--- config.mk ---
export PLATFORM = sky130hd
export DESIGN_NAME = mux4_rr_arbiter
export DESIGN_NICKNAME = d
export VERILOG_FILES = /design/src/rtl/mux4_rr_arbiter.sv
export SDC_FILE = /design/constraint.sdc
export NUM_CORES = 1
export LEC_CHECK = 0
export BUFFER_PORTS_ARGS = -buffer_cell sky130_fd_sc_hd__buf_2
export CORE_MARGIN = 2
export CORE_UTILIZATION = 50
export CTS_CLUSTER_SIZE = 10
export DETAILED_ROUTE_END_ITERATION = 8
export GPL_TIMING_DRIVEN = 0
export PLACE_DENSITY_LB_ADDON = 0.12
export SLEW_MARGIN = 5
export SYNTH_ARGS = -nofsm -noshare
export SYNTH_HDL_FRONTEND = slang
export SYNTH_SLANG_ARGS = --single-unit
--- constraint.sdc ---
create_clock -name clk -period 4 [get_ports clk]
set_input_delay 0 -clock clk [delete_from_list [all_inputs] [get_ports clk]]
set_output_delay 0 -clock clk [all_outputs]
set_load 0.1 [all_outputs]
--- src/rtl/mux4_rr_arbiter.sv ---
// rtl/mux4_rr_arbiter.sv - round-robin 4:1 arbiter/mux with one-entry valid/ready output register (optional ARB_GRANT_CNT_EN)
module mux4_rr_arbiter #(
    parameter int WIDTH = 32
) (
    input  logic             clk,
    input  logic             rst,
    input  logic [3:0]       req,
    input  logic [WIDTH-1:0] in1,
    input  logic [WIDTH-1:0] in2,
    input  logic [WIDTH-1:0] in3,
    input  logic [WIDTH-1:0] in4,
    output logic [3:0]       gnt,
    output logic [1:0]       sel,
    output logic [WIDTH-1:0] out,
    output logic [1:0]       out_src,
    output logic             out_valid,
    input  logic             out_ready
`ifdef ARB_GRANT_CNT_EN
    ,
    output logic [63:0]      grant_cnt
`endif
);

    typedef enum logic {
        EMPTY = 1'b0,
        FULL  = 1'b1
    } state_t;

    state_t           state;
    state_t           state_next;
    logic [1:0]       ptr;
    logic [1:0]       sel_q;
    logic [1:0]       start;
    logic [7:0]       req_dbl;
    logic [3:0]       req_rot;
    logic [1:0]       rot_idx;
    logic [1:0]       winner;
    logic             capture_ok;
    logic             grant_en;
    logic [WIDTH-1:0] mux_data;

    // Rotate the request vector so the requester after the last winner sits in bit 0
    always_comb begin
        start   = ptr + 2'd1;
        req_dbl = {req, req};
        req_rot = req_dbl[start +: 4];
        rot_idx = 2'd0;
        if (req_rot[0])      rot_idx = 2'd0;
        else if (req_rot[1]) rot_idx = 2'd1;
        else if (req_rot[2]) rot_idx = 2'd2;
        else                 rot_idx = 2'd3;
        winner = start + rot_idx;
    end

    // Grant only when the output slot is free or being drained this cycle; never during reset
    always_comb begin
        capture_ok = (state == EMPTY) || out_ready;
        grant_en   = !rst && capture_ok && (req != 4'd0);
        gnt        = grant_en ? (4'b0001 << winner) : 4'b0000;
        sel        = grant_en ? winner : sel_q;
    end

    // Shared 4:1 datapath mux driven by the select
    always_comb begin
        mux_data = in1;
        case (sel)
            2'd0:    mux_data = in1;
            2'd1:    mux_data = in2;
            2'd2:    mux_data = in3;
            default: mux_data = in4;
        endcase
    end

    // Output-slot state register
    always_ff @(posedge clk) begin
        if (rst) state <= EMPTY;
        else     state <= state_next;
    end

    // Output-slot next state: capture fills, an unrefilled drain empties
    always_comb begin
        state_next = state;
        case (state)
            EMPTY: begin
                if (grant_en) state_next = FULL;
            end
            FULL: begin
                if (grant_en)       state_next = FULL;
                else if (out_ready) state_next = EMPTY;
            end
            default: state_next = EMPTY;
        endcase
    end

    assign out_valid = (state == FULL);

    // Capture the winning word; pointer and select copy follow the winner
    always_ff @(posedge clk) begin
        if (rst) begin
            out     <= '0;
            out_src <= 2'd0;
            ptr     <= 2'd3;
            sel_q   <= 2'd0;
        end else if (grant_en) begin
            out     <= mux_data;
            out_src <= winner;
            ptr     <= winner;
            sel_q   <= winner;
        end
    end

`ifdef ARB_GRANT_CNT_EN
    logic [15:0] cnt [4];

    // Per-requester saturating grant counters
    always_ff @(posedge clk) begin
        for (int n = 0; n < 4; n++) begin
            if (rst)                             cnt[n] <= 16'd0;
            else if (gnt[n] && cnt[n] != 16'hFFFF) cnt[n] <= cnt[n] + 16'd1;
        end
    end

    assign grant_cnt = {cnt[3], cnt[2], cnt[1], cnt[0]};
`endif

endmodule

==> qor.log <==
INFO  setup_path     crit_fanout=10
INFO  logic_synthesis number_of_flops_mapped_to_enable_cells_by_yosys=0
INFO  logic_synthesis synth_sequential_area_ratio=23.2%
INFO  clocking       cts-buffers-inserted=5
INFO  grt            grt_remaining_overflow=0
INFO  logic_synthesis syn_area=0.00337sqmm
INFO  logic_synthesis async_reset_ff_share=0%
INFO  sta            grt_setup_unrepaired=no
INFO  setup_path     path_class=reg2reg
INFO  sta            timing.fmax=291MHz
INFO  outcome        run_status=finished with violations
INFO  grt            grt_pass1_wl=20800um
INFO  drt            wl_per_cell=16.6um
INFO  setup_path     element_type_at_the_critical_path_end=flop
INFO  grt            grt_usage=34.8%
INFO  sta            hold_viol_final=6
INFO  clocking       clock_path_buffers=2
INFO  hold_path      holdCritPathClass=in2reg
INFO  floorplan      area_of_the_core=0.00642sqmm
INFO  clocking       htree_num_levels=2
INFO  floorplan      rows=29
INFO  final_layout   ff_latch_area=781squm
INFO  power          static-leakage-power=2.24nW
INFO  grt            antenna_found_initial=0
INFO  logic_synthesis synth.lib_cells_used.distinct=39
INFO  final_layout   post-route-cell-area=0.00479sqmm
INFO  drt            final_antenna_net_count=0
INFO  clocking       cts.reportedPaths.clkPinSlew=90ps
INFO  floorplan      chipHeight=86.1um
INFO  final_layout   multi_input_area=0.00224sqmm
INFO  drt            vias_per_cell=5.90
INFO  clocking       clk-insertion-delay-late=310ps
INFO  sta            post-route-period-util=86.1%
INFO  grt            first_global_vias=4523
INFO  power          internal_power=0.991mW
INFO  placed_design  place_area=0.00434sqmm
INFO  drt            drc_errors=0
INFO  logic_synthesis mapped_cells=492
INFO  grt            grt_max_degree=13
INFO  final_layout   nFillCells=529
INFO  power          fin_total_pwr=2.44mW
INFO  logic_synthesis synthesis.nets=628
INFO  power          power_switching_share=59.3%
INFO  setup_path     cp.arrival=3640ps
INFO  sta            tns=0ps
INFO  logic_synthesis synth_ff_type=sky130_fd_sc_hd__dfxtp_1
INFO  power          vdd_ir_drop_max=419uV
INFO  power          share_clk_of_total_power=11.5%
INFO  floorplan      initial_utilization=52.4%
INFO  logic_synthesis synth.ff_latch_count=39
INFO  clocking       cts_sinks=39
INFO  placed_design  buffer_ports.inserted=174
INFO  final_layout   area_growth=42.2%
INFO  sta            worstMarginPinSlew=563ps
INFO  clocking       cts_root_buf=sky130_fd_sc_hd__clkbuf_8
INFO  floorplan      fp.dieArea=0.00741sqmm
INFO  setup_path     startpoint_type=flop
INFO  logic_synthesis synth_top_cell_area_share=23.2%
INFO  power          seqPwrFrac=22.6%
INFO  power          share_comb_of_total_power=65.9%
INFO  power          powerDensity=509mW/mm^2
INFO  logic_synthesis post_synth.cell_area_avg=6.85squm
INFO  logic_synthesis yosys_warnings=0
INFO  drt            initialDrtViolationCount=323
INFO  placed_design  place_hpwl=8990um
INFO  sta            finalHoldWorstSlack=-9.44ps
INFO  drt            drtPass1Iterations=5
INFO  drt            final_routed_wirelength_across_all_metal_layers=13100um
INFO  sta            final-max-slew-violation-count=0
INFO  job            cap_viol_max_count=0
INFO  outcome        failing_checks=negative hold slack
INFO  floorplan      ioPinCount=176
INFO  final_layout   num_antenna_cells=0
INFO  drt            via_count=4652
INFO  final_layout   post_route_cells_drive_above_1_share=28.8%
INFO  sta            setup_violations=0
INFO  logic_synthesis leading_post_synthesis_cells_by_cell_area=sky130_fd_sc_hd__dfxtp_1 23%, sky130_fd_sc_hd__nand2b_1 13%, sky130_fd_sc_hd__nand2_1 11%
INFO  floorplan      dieWidth=86.1um
INFO  logic_synthesis synth_top_area_cell=sky130_fd_sc_hd__dfxtp_1
INFO  sta            skew=5.55ps
INFO  clocking       tritoncts=built
INFO  final_layout   finalNetCount=846
INFO  sta            fin_crit=3440ps
INFO  setup_path     worst_ep_required_time=4200ps
INFO  sta            slew_headroom=62.4%
INFO  placed_design  gp_routability_congestion=0.846
INFO  power          netSwitchingPower=1.45mW
[power groups by stage]
stage / clock [mW] / sequential [mW] / combinational, mW
finish: 0.281 / 0.550 / 1.61
detailed placement: 0 / 0.555 / 1.54
CTS: 0.278 / 0.548 / 1.59
global route: 0.289 / 0.560 / 1.69
floorplan: 0 / 1.29 / 0.497
global placement: 0 / 0.551 / 1.51
[cell usage in the layout (no fill, tap or decap), types with 32 or more instances in the layout]
cell                            netlist  layout
sky130_fd_sc_hd__dfxtp_1             39      39
sky130_fd_sc_hd__clkbuf_1            33      33
sky130_fd_sc_hd__a22oi_1             32      32
sky130_fd_sc_hd__dlygate4sd3_1        0      37
sky130_fd_sc_hd__nand2b_1            70      70
sky130_fd_sc_hd__nand4_1             32      32
sky130_fd_sc_hd__o2111ai_1           32      32
sky130_fd_sc_hd__nand2_1             97      97
sky130_fd_sc_hd__inv_1               34      34
sky130_fd_sc_hd__buf_2               11     185
sky130_fd_sc_hd__a211oi_1            35      35
[repair_timing]
action,in CTS,in global routing
hold buffers,37,0
buffers inserted,0,0
hold endpoints to repair,31,0
gates resized for setup,0,0
[worst max-delay path, cell delays in order (launching register included)]
cell and delay [ps]:
sky130_fd_sc_hd__dfxtp_1 390, sky130_fd_sc_hd__nand2b_1 180, sky130_fd_sc_hd__a211oi_1 240, sky130_fd_sc_hd__a221o_1 150, sky130_fd_sc_hd__ha_1 290, sky130_fd_sc_hd__buf_2 270
sky130_fd_sc_hd__clkbuf_1 330, sky130_fd_sc_hd__nand3_1 290, sky130_fd_sc_hd__clkbuf_1 330, sky130_fd_sc_hd__nand4_1 180, sky130_fd_sc_hd__o2111ai_1 110, sky130_fd_sc_hd__dlygate4sd3_1 580
[per-layer routing]
metal | up-vias | part of all wire (%) | global-route usage (%)
met3 | 47 | 8.4 | 6.35
met5 | - | 0 | 0
met2 | 269 | 49 | 61.2
li1 | 2209 | - | -
met1 | 2127 | 40 | 41.4
met4 | 0 | 3.4 | 14.0
[state kept, by name, summed over array words and instances (netlist names)]
register and cells:
out_valid 1, out_src 2, out 32, ptr 2
sel_q 2
[cells by family after synthesis]
kind of cell    synth area share [%]
simple gates                    34.7
compound gates                  31.4
buf+inv                         10.4
flops                           23.2
fa+ha+maj                      0.371
[worst paths after layout]
path	start	end	slack, ps	cells past startpoint
setup / recovery	ptr[1]	out[9]	560	11
setup reg to reg	ptr[1]	out[9]	560	11
hold reg to reg	out[23]	out[23]	470	2
hold / removal	in3[29]	out[29]	-9	3
[synthesized netlist by cell type (all sizes together), types with 2 or more instances]
library cell and n:
nor2 8, nand2b 70, nor2b 3, o21ai 34
nand2 97, or3 2, a21o 2, buf 15
nor3 3, a21oi 5, inv 34, nand4 32
o2111ai 32, dfxtp 39, clkbuf 34, and3 2
a22oi 32, a211oi 35, nand3 2
[through the flow]
| stage | worst slack, ps | std cells | util, % |
|---|---|---|---|
| global placement | 1100 | 743 | 67.5 |
| floorplan | 939 | 492 | - |
| global route | 218 | 788 | 74.6 |
| CTS | 607 | 788 | 74.6 |
| finish | 558 | 788 | 74.6 |
| detailed placement | 1030 | 743 | 67.5 |
[layout make-up]
cell class,count,area share (%)
inverter,34,2.66
sequential,39,16.3
timing repair buffer,211,25.9
multi-input combinational,370,46.7
tap,77,2.01
buffer,49,4.62
clock buffer,5,1.44
clock inverter,3,0.313
No activity file was read; power rests on OpenSTA's default activity.
